--- src/rtl/pipeline_types.sv ---
// Shared types for the data-cache arbiter: request record, FSM state encoding
// and the default requester count.
package pipeline_types;

  localparam int ISSUE_WIDTH = 2;

  typedef struct packed {
    logic        we;
    logic [31:0] addr;
    logic [31:0] wdata;
    logic [3:0]  wstrb;
  } dcache_req_t;

  typedef enum logic [2:0] {
    IDLE  = 3'd0,
    ISSUE = 3'd1,
    WAIT  = 3'd2,
    DONE  = 3'd3,
    DRAIN = 3'd4
  } arb_state_t;

endpackage

--- src/rtl/dcache_arbiter_if.sv ---
// Arbiter-to-dcache bus: one request channel with address and data handshakes.
interface dcache_arbiter_if;

  logic                      cache_valid;
  pipeline_types::dcache_req_t cache_req;
  logic                      cache_addr_ok;
  logic                      cache_data_ok;
  logic [31:0]               cache_rdata;

  modport master (
    output cache_valid,
    output cache_req,
    input  cache_addr_ok,
    input  cache_data_ok,
    input  cache_rdata
  );

  modport slave (
    input  cache_valid,
    input  cache_req,
    output cache_addr_ok,
    output cache_data_ok,
    output cache_rdata
  );

endinterface

--- src/rtl/dcache_arb_perf.sv ---
// Free-running wrap-around counters for accepted dcache requests and arbiter stall cycles.
module dcache_arb_perf #(
  parameter int PERF_W = 32
) (
  input  logic              clk,
  input  logic              rst,
  input  logic              req_inc,
  input  logic              stall_inc,
  output logic [PERF_W-1:0] req_cnt,
  output logic [PERF_W-1:0] stall_cnt
);

  logic [PERF_W-1:0] req_cnt_q, req_cnt_d;
  logic [PERF_W-1:0] stall_cnt_q, stall_cnt_d;

  always_comb begin
    req_cnt_d   = req_cnt_q;
    stall_cnt_d = stall_cnt_q;
    if (req_inc)   req_cnt_d   = req_cnt_q + PERF_W'(1);
    if (stall_inc) stall_cnt_d = stall_cnt_q + PERF_W'(1);
  end

  always_ff @(posedge clk) begin
    if (rst) begin
      req_cnt_q   <= '0;
      stall_cnt_q <= '0;
    end else begin
      req_cnt_q   <= req_cnt_d;
      stall_cnt_q <= stall_cnt_d;
    end
  end

  assign req_cnt   = req_cnt_q;
  assign stall_cnt = stall_cnt_q;

endmodule

--- src/rtl/dcache_arbiter.sv ---
// Serialises a batch of per-lane memory accesses onto a single dcache port, oldest lane first.
// Define DCACHE_ARB_PERF_EN to add the perf_req_cnt / perf_stall_cnt counters.
module dcache_arbiter
  import pipeline_types::*;
#(
  parameter int NUM_REQ = ISSUE_WIDTH,
  parameter int PERF_W  = 32
) (
  input  logic                         clk,
  input  logic                         rst,
  input  logic                         flush,
  input  logic [NUM_REQ-1:0]           req_valid,
  input  dcache_req_t [NUM_REQ-1:0]    req,
  dcache_arbiter_if.master             cache,
  output logic [NUM_REQ-1:0]           resp_valid,
  output logic [NUM_REQ-1:0][31:0]     resp_rdata,
  output logic                         pause_arb
`ifdef DCACHE_ARB_PERF_EN
  ,
  output logic [PERF_W-1:0]            perf_req_cnt,
  output logic [PERF_W-1:0]            perf_stall_cnt
`endif
);

  localparam int IDX_W = (NUM_REQ > 1) ? $clog2(NUM_REQ) : 1;

  if (PERF_W < 1) begin : g_perf_w_chk
    $error("dcache_arbiter: PERF_W must be at least 1");
  end

  arb_state_t                   state_q, state_d;
  logic [NUM_REQ-1:0]           pending_q, pending_d;
  logic [NUM_REQ-1:0]           mask_q, mask_d;
  logic [IDX_W-1:0]             cur_q, cur_d;
  logic                         abort_q, abort_d;
  dcache_req_t [NUM_REQ-1:0]    buf_q, buf_d;
  logic [NUM_REQ-1:0][31:0]     rdata_q, rdata_d;

  logic                         cache_valid_o;
  dcache_req_t                  cache_req_o;
  logic                         complete;
  logic [NUM_REQ-1:0]           remaining;

  function automatic logic [IDX_W-1:0] lowest(input logic [NUM_REQ-1:0] m);
    lowest = '0;
    for (int i = NUM_REQ - 1; i >= 0; i--) begin
      if (m[i]) lowest = IDX_W'(i);
    end
  endfunction

  always_comb begin
    state_d       = state_q;
    pending_d     = pending_q;
    mask_d        = mask_q;
    cur_d         = cur_q;
    abort_d       = abort_q;
    buf_d         = buf_q;
    rdata_d       = rdata_q;
    cache_valid_o = 1'b0;
    cache_req_o   = buf_q[cur_q];
    resp_valid    = '0;
    pause_arb     = 1'b0;
    complete      = 1'b0;
    remaining     = pending_q & ~(NUM_REQ'(1) << cur_q);

    unique case (state_q)
      IDLE: begin
        if (|req_valid && !flush) begin
          pause_arb = 1'b1;
          for (int i = 0; i < NUM_REQ; i++) begin
            if (req_valid[i]) buf_d[i] = req[i];
          end
          pending_d = req_valid;
          mask_d    = req_valid;
          cur_d     = lowest(req_valid);
          abort_d   = 1'b0;
          state_d   = ISSUE;
        end
      end

      // The request must stay on the bus until accepted, even for a flushed batch.
      ISSUE: begin
        cache_valid_o = 1'b1;
        pause_arb     = 1'b1;
        if (flush) begin
          pending_d = '0;
          abort_d   = 1'b1;
        end
        if (cache.cache_addr_ok) begin
          if (flush || abort_q) begin
            state_d = cache.cache_data_ok ? IDLE : DRAIN;
          end else if (cache.cache_data_ok) begin
            complete = 1'b1;
          end else begin
            state_d = WAIT;
          end
        end
      end

      WAIT: begin
        pause_arb = 1'b1;
        if (flush) begin
          pending_d = '0;
          state_d   = cache.cache_data_ok ? IDLE : DRAIN;
        end else if (cache.cache_data_ok) begin
          complete = 1'b1;
        end
      end

      DONE: begin
        if (!flush) resp_valid = mask_q;
        state_d = IDLE;
      end

      DRAIN: begin
        pause_arb = 1'b1;
        if (cache.cache_data_ok) state_d = IDLE;
      end

      default: begin
        state_d = IDLE;
      end
    endcase

    // Completion of the in-flight lane: capture its result and move to the next pending lane.
    if (complete) begin
      rdata_d[cur_q] = buf_q[cur_q].we ? 32'h0 : cache.cache_rdata;
      pending_d      = remaining;
      if (|remaining) begin
        cur_d   = lowest(remaining);
        state_d = ISSUE;
      end else begin
        state_d = DONE;
      end
    end
  end

  always_ff @(posedge clk) begin
    if (rst) begin
      state_q   <= IDLE;
      pending_q <= '0;
      mask_q    <= '0;
      cur_q     <= '0;
      abort_q   <= 1'b0;
      rdata_q   <= '0;
    end else begin
      state_q   <= state_d;
      pending_q <= pending_d;
      mask_q    <= mask_d;
      cur_q     <= cur_d;
      abort_q   <= abort_d;
      rdata_q   <= rdata_d;
    end
  end

  // Request buffers only carry payload; their content is qualified by pending_q.
  always_ff @(posedge clk) begin
    buf_q <= buf_d;
  end

  assign cache.cache_valid = cache_valid_o;
  assign cache.cache_req   = cache_req_o;
  assign resp_rdata        = rdata_q;

`ifdef DCACHE_ARB_PERF_EN
  dcache_arb_perf #(
    .PERF_W (PERF_W)
  ) u_perf (
    .clk       (clk),
    .rst       (rst),
    .req_inc   (cache_valid_o & cache.cache_addr_ok),
    .stall_inc (pause_arb),
    .req_cnt   (perf_req_cnt),
    .stall_cnt (perf_stall_cnt)
  );
`endif

endmodule

--- src/flat_wrapper.sv ---
// flat-port wrapper written by rule: the top's interface ports become plain ports
module dcache_arbiter_flat import pipeline_types::*;
#(
  parameter int NUM_REQ = ISSUE_WIDTH,
  parameter int PERF_W  = 32
)
  (clk, rst, flush, req_valid, req, resp_valid, resp_rdata, pause_arb, cache_cache_valid, cache_cache_req, cache_cache_addr_ok, cache_cache_data_ok, cache_cache_rdata);
  dcache_arbiter_if cache_i ();
  input  logic clk;
  input  logic rst;
  input  logic flush;
  input  logic [NUM_REQ-1:0] req_valid;
  input  dcache_req_t [NUM_REQ-1:0] req;
  output logic [NUM_REQ-1:0] resp_valid;
  output logic [NUM_REQ-1:0][31:0] resp_rdata;
  output logic pause_arb;
  output wire logic [$bits(cache_i.cache_valid)-1:0] cache_cache_valid;
  output wire logic [$bits(cache_i.cache_req)-1:0] cache_cache_req;
  input wire logic [$bits(cache_i.cache_addr_ok)-1:0] cache_cache_addr_ok;
  input wire logic [$bits(cache_i.cache_data_ok)-1:0] cache_cache_data_ok;
  input wire logic [$bits(cache_i.cache_rdata)-1:0] cache_cache_rdata;
  assign cache_cache_valid = cache_i.cache_valid;
  assign cache_cache_req = cache_i.cache_req;
  assign cache_i.cache_addr_ok = cache_cache_addr_ok;
  assign cache_i.cache_data_ok = cache_cache_data_ok;
  assign cache_i.cache_rdata = cache_cache_rdata;
  dcache_arbiter #(.NUM_REQ(NUM_REQ), .PERF_W(PERF_W)) u_core (.clk(clk), .rst(rst), .flush(flush), .req_valid(req_valid), .req(req), .cache(cache_i), .resp_valid(resp_valid), .resp_rdata(resp_rdata), .pause_arb(pause_arb));
endmodule
--- config.mk ---
export PLATFORM = sky130hd
export DESIGN_NAME = dcache_arbiter_flat
export DESIGN_NICKNAME = d
export VERILOG_FILES = /design/src/rtl/pipeline_types.sv /design/src/rtl/dcache_arbiter_if.sv /design/src/rtl/dcache_arb_perf.sv /design/src/rtl/dcache_arbiter.sv /design/src/flat_wrapper.sv
export SDC_FILE = /design/constraint.sdc
export NUM_CORES = 1
export LEC_CHECK = 0
export CAP_MARGIN = 20
export CORE_ASPECT_RATIO = 2
export CORE_MARGIN = 2
export CORE_UTILIZATION = 35
export DETAILED_ROUTE_END_ITERATION = 8
export PLACE_DENSITY = 0.66
export RECOVER_POWER = 25
export SETUP_SLACK_MARGIN = 0.3
export SLEW_MARGIN = 20
export SYNTH_ARGS = -nofsm -noshare
export SYNTH_HDL_FRONTEND = slang
export SYNTH_SLANG_ARGS = --single-unit
--- constraint.sdc ---
create_clock -name clk -period 4.5 [get_ports clk]
set_clock_uncertainty 0.15 [all_clocks]
set_input_delay 0.9 -clock clk [delete_from_list [all_inputs] [get_ports clk]]
set_output_delay 0.9 -clock clk [all_outputs]
set_load 0.02 [all_outputs]
[After elaboration in Yosys (flattened, before gate mapping)]
Cells that the tools add are included.
Widths: inputs -> output; s select.
Storage, ports and cells
  bits of input ports: 177
  word-level logic and storage cells: 90
  output and inout port bits: 137
  register bits: 211
Operators by class
  eq/ne operators: 12
  bitwise logic cells: 2
  multiplexer cells: 41
  magnitude comparators: 2
  shift-type cells: 1
  reductions and logical operators: 17
Operators with widths (count)
  $mux 69: 2
  $bwmux 64: 1
  $mux 32: 2
  $demux 32 s1: 1
  $mux 3: 8
  $mux 1: 16
  $mux 2: 6
  $pmux 3 s4: 1
  $reduce_and 3->1: 4
  $ne 3x2->1 const B: 3
  $eq 3x2->1 const B: 2
  $ne 3x1->1 const B: 2
  $pmux 1 s2: 3
  $reduce_or 2->1: 3
  $reduce_and 5->1: 1
  $ne 4x2->1 const B: 1
  $pmux 2 s2: 1
  $eq 3x1->1 const B: 1
  $eq 3x3->1 const B: 1
  $logic_not 3->1: 1
  $reduce_bool 3->1: 1
  $reduce_or 3->1: 1
  $and 2x2->2: 1
  $logic_and 1x1->1: 2
  10 further kinds: 10

[Logic depth before layout (Yosys ltp)]
Gate-level depths: netlist of the first run.
  depth after elaboration: 7
  mapped depth: 7
  depth with buffers taken out: 5

[Least setup slack after synthesis of the first run]
No wires, ideal clock.
  path kind: input port to flip-flop
  start: in flush
  end: reg u_core.buf_q[100] (netlist name) (enable)
  arrival time: 2.593 ns
  buffers on the path: 0
  setup slack: 1.333 ns
  library setup time: 0.424 ns
  stages: 3
  required time: 3.926 ns
  cells stage by stage: nor2_4 > nand3_1 > inv_1
On the way
  longest elaborated chain between the ends: 3
Ends and longest elaborated chain
  from (decl): RTL line flat_wrapper.sv:11  | input logic flush;
  $logic_not 1->1: RTL line dcache_arbiter.sv:68  | if (|req_valid && !flush) begin
  $logic_and 1x1->1: RTL line dcache_arbiter.sv:68
  $reduce_and 3->1 (no line)
  to (signal assigned): RTL line dcache_arbiter.sv:158  | buf_q <= buf_d;
  to (decl): RTL line dcache_arbiter.sv:36  | dcache_req_t [NUM_REQ-1:0] buf_q, buf_d;
No other way between the ends.
A chain may end at the register's enable or synchronous reset.

[Final worst setup path of the first run]
  start: reg u_core.cur_q
  end: out cache_cache_req[67]
On the way
  longest elaborated chain between the ends: 2
Ends and longest elaborated chain
  from (decl): RTL line dcache_arbiter.sv:34  | logic [IDX_W-1:0] cur_q, cur_d;
  from (signal assigned): RTL line dcache_arbiter.sv:150  | cur_q <= cur_d;
  $mux 69 (implied by the code) (2 in series): RTL line dcache_arbiter.sv:60  | cache_req_o = buf_q[cur_q];
  to (decl): RTL line flat_wrapper.sv:18  | output wire logic [$bits(cache_i.cache_req)-1:0] cache_cache_req;
No other way between the ends. The select of a mux whose other input is x is not followed.

==> results.yml, run 1 <==
run_status:
  status: "finished clean"
power_and_ir_drop:
  seqPwrFrac_pct: 49.9
  combPwrFrac_pct: 15.2
  internal_power_mw: 3.42
  p_clk_share_pct: 34.9
  leakage_nw: 4.39
  p_per_area_nw_per_um2: 371
  peakVddDrop_mv: 0.288
  p_sw_mw: 1.07
  swShare_pct: 23.9
synthesis:
  ys_ff_latch: 211
  synth_area_leaders: "edfxtp_1 (51%), dfxtp_1 (18%), mux2_2 (9.6%)"
  synth_commonest_cells: "edfxtp_1 (138), dfxtp_1 (73), nor2_1 (72)"
  postSynth.asyncResetShare_pct: 0
  yosysUniqueCellTypes: 38
  synth-edff-count: 138
  synth_ff_type: "edfxtp_1"
  ys_seq_area_share_pct: 69.1
  synthesis.nets: 713
  syn_area_per_cell_um2: 15.1
  yosys.area.top_type: "edfxtp_1"
  yosysMostFrequentCell: "edfxtp_1"
  netlist_area_um2: 8120
  synth_top_area_share_pct: 51.1
  syn_inst: 536
  yosysWarningCount: 0
die:
  die_w_um: 112
  core_area_um2: 22700
  dieArea_um2: 24500
  die_h_um: 219
  io_pins: 314
  fp-row-count: 78
  start_util_pct: 35.7
timing:
  fin_ws_ns: 0.845
  slew_violations: 0
  rsz0062_at_grt: "no"
  max_slew_margin_pct: 36.2
  min_period_ns: 3.65
  holdWs_ns: 0.341
  hold_viol: 0
  setup_viol: 0
  fin_setup_tns_ns: 0
  worst_pin_slew_ns: 0.957
  clock.fmax_mhz: 274
  post-route-period-util_pct: 81.2
clock_network:
  cts.path.max_buffers: 3
  cts-root-buf: "clkbuf_16"
  h-tree-depth: 1
  ctsHoldBuffers: 0
  cts_buffers: 20
  cts_tree: "built"
  clock-sinks: 211
  insertion_delay_ns: 0.50
  cts_setup_buffers: 0
  path_clk_slew_ns: 0.07
  cts_resized: 0
finish:
  fin_area_um2: 12100
  syn2layout_area_growth_pct: 49.0
  multi_input_comb_area_um2: 2290
  register_area_um2: 5610
  fillers: 1929
  drive_gt1_share_pct: 13.0
  finalNetCount: 1027
place:
  hpwl_mm: 15.8
  placed_cell_area_um2: 11500
  gp_congestion: 0.886
  io_buffer_count: 313
  dpl_worst_slack_ns: 0.881
worst_setup_path:
  crit_path_max_fanout: 46
  required_ns: 3.45
  critPathCaptureType: "output port"
  startpoint_type: "flop"
  crit_type: "flop to output port"
  crit_chain: "buf_4, mux2_2, clkdlybuf4s50_1"
  arrival_ns: 2.60
  max_stage_delay_ns: 0.79
  crit_slowest_cell: "dfxtp_4"
route:
  drt_iter0_markers: 202
  first_pass_iters: 4
  wl_mm: 22.0
  vias_per_cell: 4.72
  wl_per_cell_um: 19.2
  drc_errors: 0
  vias: 5405
  ant_nets: 0
global_routing:
  grt-ovfl-total: 0
  grt_pass1_vias: 5854
  grt_start_max_net_pins: 72
  grt_pass1_wl_mm: 33.1
  grt_usage_pct: 17.4
  antenna_found_initial: 4
job:
  max_cap_viol_count: 0
hold_path:
  min_path_type: "flop to flop"
[per-stage QoR]
| stage | util [%] | std cells | power (mW) |
|---|---|---|---|
| 6_report | 53.2 | 1146 | 4.49 |
| 5_1_grt | 53.2 | 1146 | 4.68 |
| 4_1_cts | 53.1 | 1143 | 4.58 |
| 3_5_place_dp | 50.6 | 1108 | 3.00 |
| 3_3_place_gp | 50.6 | 1108 | 2.99 |
| 2_1_floorplan | - | 536 | 2.61 |
[placed cells by master, fill, tap and decap left out, types with 5 or more instances in the layout]
cell,instances
clkbuf_1,8
buf_4,7
mux2i_1,64
edfxtp_1,138
clkbuf_16,21
clkdlybuf4s50_1,191
nor2_1,72
dlygate4sd3_1,121
dfxtp_1,72
mux2_2,69
and2_1,32
o21bai_1,5
a21oi_1,5
[final timing paths]
path	start	end	slack, ns	cells after the start
hold reg to reg	u_core.resp_rdata[62]$_SDFFE_PP0P_	u_core.resp_rdata[62]$_SDFFE_PP0P_	0.34	2
setup reg to reg	u_core.cur_q$_SDFF_PP0_	u_core.resp_rdata[13]$_SDFFE_PP0P_	2.16	5
setup / recovery	u_core.cur_q$_SDFF_PP0_	cache_cache_req[67]	0.85	3
hold / removal	u_core.resp_rdata[62]$_SDFFE_PP0P_	u_core.resp_rdata[62]$_SDFFE_PP0P_	0.34	2
[state kept, by name, summed over array words and instances (netlist names)]
register and count:
u_core.abort_q 1, u_core.buf_q 138, u_core.cur_q 1, u_core.mask_q 2
u_core.pending_q 2, u_core.resp_rdata 64, u_core.state_q 3
[per-layer routing]
| metal | up-vias | global-route usage (%) | routed length [µm] |
|---|---|---|---|
| li1 | 2573 | - | - |
| met1 | 2561 | 16.3 | 7050 |
| met2 | 226 | 34.4 | 12600 |
| met3 | 45 | 4.72 | 1600 |
| met4 | 0 | 7.57 | 738 |
| met5 | - | 0 | 0 |
[worst max-delay path: cells and delay by family (launching register included)]
kind,cells,cell delay (ns)
buf+inv,2,0.93
flops,1,0.79
mux,1,0.36
[cell type report]
type | instances | area share [%]
inverter | 6 | 0.197
clock buffer | 30 | 4.71
timing repair buffer | 322 | 26.6
clock inverter | 5 | 0.166
antenna | 3 | 0.0621
tap | 280 | 2.90
multi-input combinational | 289 | 18.9
sequential | 211 | 46.4
[logic make-up (layout without fill, tap and decap cells)]
kind of cell	Yosys count	count (layout)	share of synthesized area (%)
and+or+nand+nor	126	126	7.63
other	0	3	0
buffers and inverters	36	363	2.77
DFF	211	211	69.1
muxes	134	134	17.6
AOI/OAI and AO/OA	29	29	2.94
[power by group through the flow]
stage               sequential, mW  clock, mW  combinational [mW]
finish                        2.24       1.57               0.683
global route                  2.25       1.70               0.729
CTS                           2.24       1.63               0.715
detailed placement            2.28          0               0.712
global placement              2.28          0               0.706
floorplan                     2.27          0               0.345
No activity file was read; power rests on OpenSTA's default activity.
==> inputs of run 2 (changes only) <==
- clock period: 4.5 -> 3.5 ns (I/O delays scaled with it)
==> run 2 against run 1 <==
Net effect:
- utilization increased by 0.38 points
- first-iteration DRC count up 21%
- via count up 0.48%
- worst setup slack got worse by 0.42 ns
- die area unchanged
- final area rose by 0.71%
- final cell count up 0.26%
- combinational power is 31% higher
- non-clock buffer count is 3 higher
- critical endpoint is now cache_cache_req[13]
- largest power group unchanged
==> results.yml, run 2 (same netlist as run 1, synthesis figures left out) <==
worst_setup_path:
  critPathCaptureType: "output port"
  startpoint_type: "flop"
  crit_type: "flop to output port"
  r2r_setup_slack_ns: 1.31
  arrival_ns: 2.23
  crit_path_max_fanout: 39
  worst-path-buf-inv: 2
  r2r_start: "u_core.state_q[0]$_SDFFE_PP0P_"
  crit_chain: "buf_12, mux2_2, clkdlybuf4s50_1"
  r2r-end: "u_core.buf_q[27]$_DFFE_PP_"
  required_ns: 2.65
  reg2regPathDepth: 4
  crit_slowest_cell: "clkdlybuf4s50_1"
  max_stage_delay_ns: 0.57
  crit_path_start: "u_core.cur_q$_SDFF_PP0_"
  crit_family: "buffers and inverters"
job:
  max_cap_viol_count: 0
route:
  vias_per_cell: 4.73
  wl_mm: 21.8
  ant_nets: 0
  drt_iter0_markers: 244
  drc_errors: 0
  wl_per_cell_um: 19.0
  first_pass_iters: 4
  vias: 5431
die:
  fp-row-count: 78
  start_util_pct: 35.7
  die_h_um: 219
  io_pins: 314
  die_w_um: 112
  dieArea_um2: 24500
  core_area_um2: 22700
global_routing:
  grt_usage_pct: 17.2
  grt_pass1_vias: 5772
  grt_start_max_net_pins: 72
  antenna_found_initial: 2
  grt-ovfl-total: 0
  grt_pass1_wl_mm: 32.8
finish:
  largest_reg_flops: 138
  mostFrequentLayoutCells: "clkdlybuf4s50_1 (190), edfxtp_1 (138), dlygate4sd3_1 (121)"
  multi_input_comb_area_um2: 2290
  finalNetCount: 1030
  drive_gt1_share_pct: 13.8
  syn2layout_area_growth_pct: 50.0
  fillers: 1947
  final_cell_count_no_fill: 1149
  layout_commonest_cell: "clkdlybuf4s50_1"
  largest_register: "u_core.buf_q"
  register_area_um2: 5610
timing:
  hold_viol: 0
  fin_setup_tns_ns: 0
  post-route-period-util_pct: 87.9
  clock.fmax_mhz: 325
  min_period_ns: 3.08
  fin_ws_ns: 0.423
  holdWs_ns: 0.329
  rsz0062_at_grt: "no"
  slew_violations: 0
  worst_pin_slew_ns: 0.579
  max_slew_margin_pct: 61.4
  setup_viol: 0
clock_network:
  path_clk_slew_ns: 0.07
  cts_buffers: 20
  h-tree-depth: 1
  cts.path.max_buffers: 3
  cts-root-buf: "clkbuf_16"
  cts_tree: "built"
  clock-sinks: 211
  insertion_delay_ns: 0.49
place:
  hpwl_mm: 15.5
  dpl_worst_slack_ns: 0.315
  gp_congestion: 0.886
  io_buffer_count: 313
  dpl.cell_count: 1110
power_and_ir_drop:
  leakage_nw: 4.44
  p_per_area_nw_per_um2: 478
  peakVddDrop_mv: 0.364
hold_path:
  min_to: "u_core.mask_q[1]$_SDFFE_PP0P_"
  min_delay_path_depth: 2
  min_path_type: "flop to flop"
  holdCritStartpoint: "u_core.mask_q[1]$_SDFFE_PP0P_"
run_status:
  status: "finished clean"
## run 2: cell types whose count changed in the layout (fill, tap and decap cells not counted), moves of 2 or more
cell	previous run	this run
clkinv_2	2	5
buf_12	2	4
clkinv_1	4	6
buf_6	0	2
clkbuf_1	8	3
## run 2: power breakdown
group	leakage, nW	internal [mW]	switching [mW]
logic	2.27	0.463	0.432
clock network	0.302	1.17	0.894
registers	1.87	2.82	0.0547
total	4.44	4.45	1.38
## run 2: routing by layer
metal | up-vias | share of wire, % | track usage (%)
li1 | 2574 | - | -
met1 | 2601 | 34 | 16.9
met2 | 219 | 57 | 34.0
met3 | 37 | 7.1 | 4.47
met4 | 0 | 2.8 | 5.76
met5 | - | 0 | 0
## run 2: worst reg2reg max path, delay by kind of cell, from the launching register on
kind	cells	cell delay [ns]
buffers and inverters	2	0.57
and+or+nand+nor	2	0.63
DFF	1	0.45
## run 2: timing repair
item / CTS / global route
gates resized for setup: 1 / 2
setup buffers: 1 / 0
endpoints found under the setup margin: 10 / 1
pin swaps: 0 / 0
hold buffers: 0 / 0
gates cloned: 0 / 0
endpoints found under the hold margin: 0 / 0
## run 2: how the worst max path moves through the flow
stage | cells after the start | slack (ns) | end
2_1_floorplan | 3 | 0.53 | u_core.buf_q[100]$_DFFE_PP_
3_3_place_gp | 4 | 0.32 | pause_arb
3_5_place_dp | 4 | 0.32 | pause_arb
4_1_cts | 4 | 0.32 | pause_arb
5_1_grt | 3 | 0.34 | cache_cache_req[13]
6_report | 3 | 0.42 | cache_cache_req[13]
## run 2: layout make-up
class | instances | area share (%)
multi-input combinational | 289 | 18.8
inverter | 6 | 0.195
tap | 280 | 2.88
antenna | 2 | 0.0411
sequential | 211 | 46.1
clock inverter | 12 | 0.658
timing repair buffer | 325 | 26.9
clock buffer | 24 | 4.41
## run 2: per-stage QoR
stage	instance area [µm²]	power, mW	utilization [%]
after floorplan	8120	3.36	-
after global placement	11500	3.84	50.7
after detailed placement	11500	3.85	50.7
after CTS	12200	5.94	53.5
after global routing	12200	6.07	53.6
final	12200	5.83	53.6
==> inputs of run 3 (changes only) <==
- TNS_END_PERCENT: default -> 5
==> run 3 against run 2 <==
Net effect:
- via count hardly changed
- flip-flop and latch count did not move
- wire length hardly changed
- global-route usage shrank 0.12 points
- largest cell class unchanged
- total power barely moved
- hold slack better by 0.00071 ns
- count of clock-buffer cells in the layout did not move
- first-iteration DRC count increased by 9.8%
- final cell count unchanged
- non-clock buffer count unchanged
==> results.yml, run 3 (same netlist as run 1, synthesis figures left out) <==
run_status:
  status: "finished clean"
worst_setup_path:
  required_ns: 2.65
  crit_path_start: "flush"
  r2r_start: "u_core.state_q[0]$_SDFFE_PP0P_"
  crit_path_max_fanout: 7
  crit_chain: "clkdlybuf4s50_1, o21bai_2, a21oi_1, clkdlybuf4s50_1"
  crit_slowest_cell: "clkdlybuf4s50_1"
  r2r_setup_slack_ns: 1.31
  reg2regPathDepth: 4
  critPathCaptureType: "output port"
  max_stage_delay_ns: 0.63
  cpMostUsedCell: "clkdlybuf4s50_1"
  arrival_ns: 2.32
  r2r-end: "u_core.buf_q[27]$_DFFE_PP_"
  crit_type: "input pin to output port"
  startpoint_type: "input pin"
finish:
  largest_register: "u_core.buf_q"
  layout_commonest_cell: "clkdlybuf4s50_1"
  mostFrequentLayoutCells: "clkdlybuf4s50_1 (191), edfxtp_1 (138), dlygate4sd3_1 (121)"
  syn2layout_area_growth_pct: 50.0
  finalNetCount: 1030
  fin_area_um2: 12200
  largest_reg_flops: 138
  drive_gt1_share_pct: 13.8
  final_cell_count_no_fill: 1149
global_routing:
  grt_pass1_vias: 5758
  grt_usage_pct: 17.0
  grt_start_max_net_pins: 72
  grt-ovfl-total: 0
  grt_pass1_wl_mm: 32.7
  antenna_found_initial: 2
die:
  dieArea_um2: 24500
  io_pins: 314
  die_h_um: 219
  fp-row-count: 78
  core_area_um2: 22700
  start_util_pct: 35.7
  die_w_um: 112
clock_network:
  cts_buffers: 20
  cts_tree: "built"
  cts-root-buf: "clkbuf_16"
  insertion_delay_ns: 0.48
  ctsHoldBuffers: 0
  clock-sinks: 211
  path_clk_slew_ns: 0.06
  cts.path.max_buffers: 3
  h-tree-depth: 1
place:
  gp_congestion: 0.886
  dpl.cell_count: 1110
  placed_cell_area_um2: 11500
  io_buffer_count: 313
  hpwl_mm: 15.5
timing:
  slew_violations: 0
  clock.fmax_mhz: 315
  rsz0062_at_grt: "yes"
  fin_setup_tns_ns: 0
  setup_viol: 0
  worst_pin_slew_ns: 0.578
  max_slew_margin_pct: 61.5
  hold_viol: 0
  post-route-period-util_pct: 90.6
  holdWs_ns: 0.330
  min_period_ns: 3.17
hold_path:
  min_delay_path_depth: 2
  min_path_type: "flop to flop"
  min_to: "u_core.mask_q[1]$_SDFFE_PP0P_"
  holdCritStartpoint: "u_core.mask_q[1]$_SDFFE_PP0P_"
job:
  max_cap_viol_count: 0
power_and_ir_drop:
  peakVddDrop_mv: 0.364
  leakage_nw: 4.44
  p_per_area_nw_per_um2: 478
route:
  wl_mm: 21.9
  ant_nets: 0
  first_pass_iters: 4
  vias: 5436
  drc_errors: 0
  wl_per_cell_um: 19.0
  drt_iter0_markers: 268
  vias_per_cell: 4.73
run 3: cell types whose count changed in the layout (fill, tap and decap cells not counted), sizes merged:
cell           previous run  this run
clkdlybuf4s50           190       191
dlymetal6s2s              1         0
run 3: worst max-delay path: cells and delay by family:
| family | cells | cell delay (ns) |
|---|---|---|
| buffers and inverters | 2 | 1.17 |
| AO/OA/AOI/OAI | 2 | 0.45 |
run 3: metal layers:
metal | vias to the layer above | global-route usage [%] | wire [µm]
met5 | - | 0 | 0
met4 | 0 | 5.76 | 605
met3 | 37 | 4.47 | 1570
met2 | 221 | 33.7 | 12400
met1 | 2603 | 16.8 | 7290
li1 | 2575 | - | -
run 3: cell type report:
| cell class | instances | area (µm²) |
|---|---|---|
| Inverter | 6 | 23.8 |
| Fill cell | 1947 | 10600 |
| Clock buffer | 24 | 537 |
| Timing Repair Buffer | 325 | 3280 |
| Antenna cell | 2 | 5.00 |
| Tap cell | 280 | 350 |
| Clock inverter | 12 | 80.1 |
| Sequential cell | 211 | 5610 |
| Multi-Input combinational cell | 289 | 2290 |
run 3: power by group:
part	switching, mW	internal (mW)
Clock	0.891	1.17
Combinational	0.433	0.464
Sequential	0.0547	2.82
Total	1.38	4.45
run 3: through the flow:
stage	power [mW]	setup WS [ns]	utilization, %
floorplan	3.36	0.533	-
global placement	3.84	0.315	50.7
detailed placement	3.85	0.315	50.7
CTS	5.94	0.292	53.5
global route	6.07	0.270	53.5
finish	5.82	0.329	53.5
run 3: how the worst max path moves through the flow:
stage          slack, ns                     endpoint  depth (start not counted)
3_5_place_dp        0.32                    pause_arb                          4
4_1_cts             0.29          cache_cache_req[13]                          3
2_1_floorplan       0.53  u_core.buf_q[100]$_DFFE_PP_                          3
6_report            0.33                    pause_arb                          4
3_3_place_gp        0.32                    pause_arb                          4
5_1_grt             0.27                    pause_arb                          4
run 3: repair_timing:
item / in CTS / in global routing
setup buffers: 0 / 1
pin swaps: 0 / 0
setup endpoints to repair: 10 / 32
gates resized for setup: 1 / 1
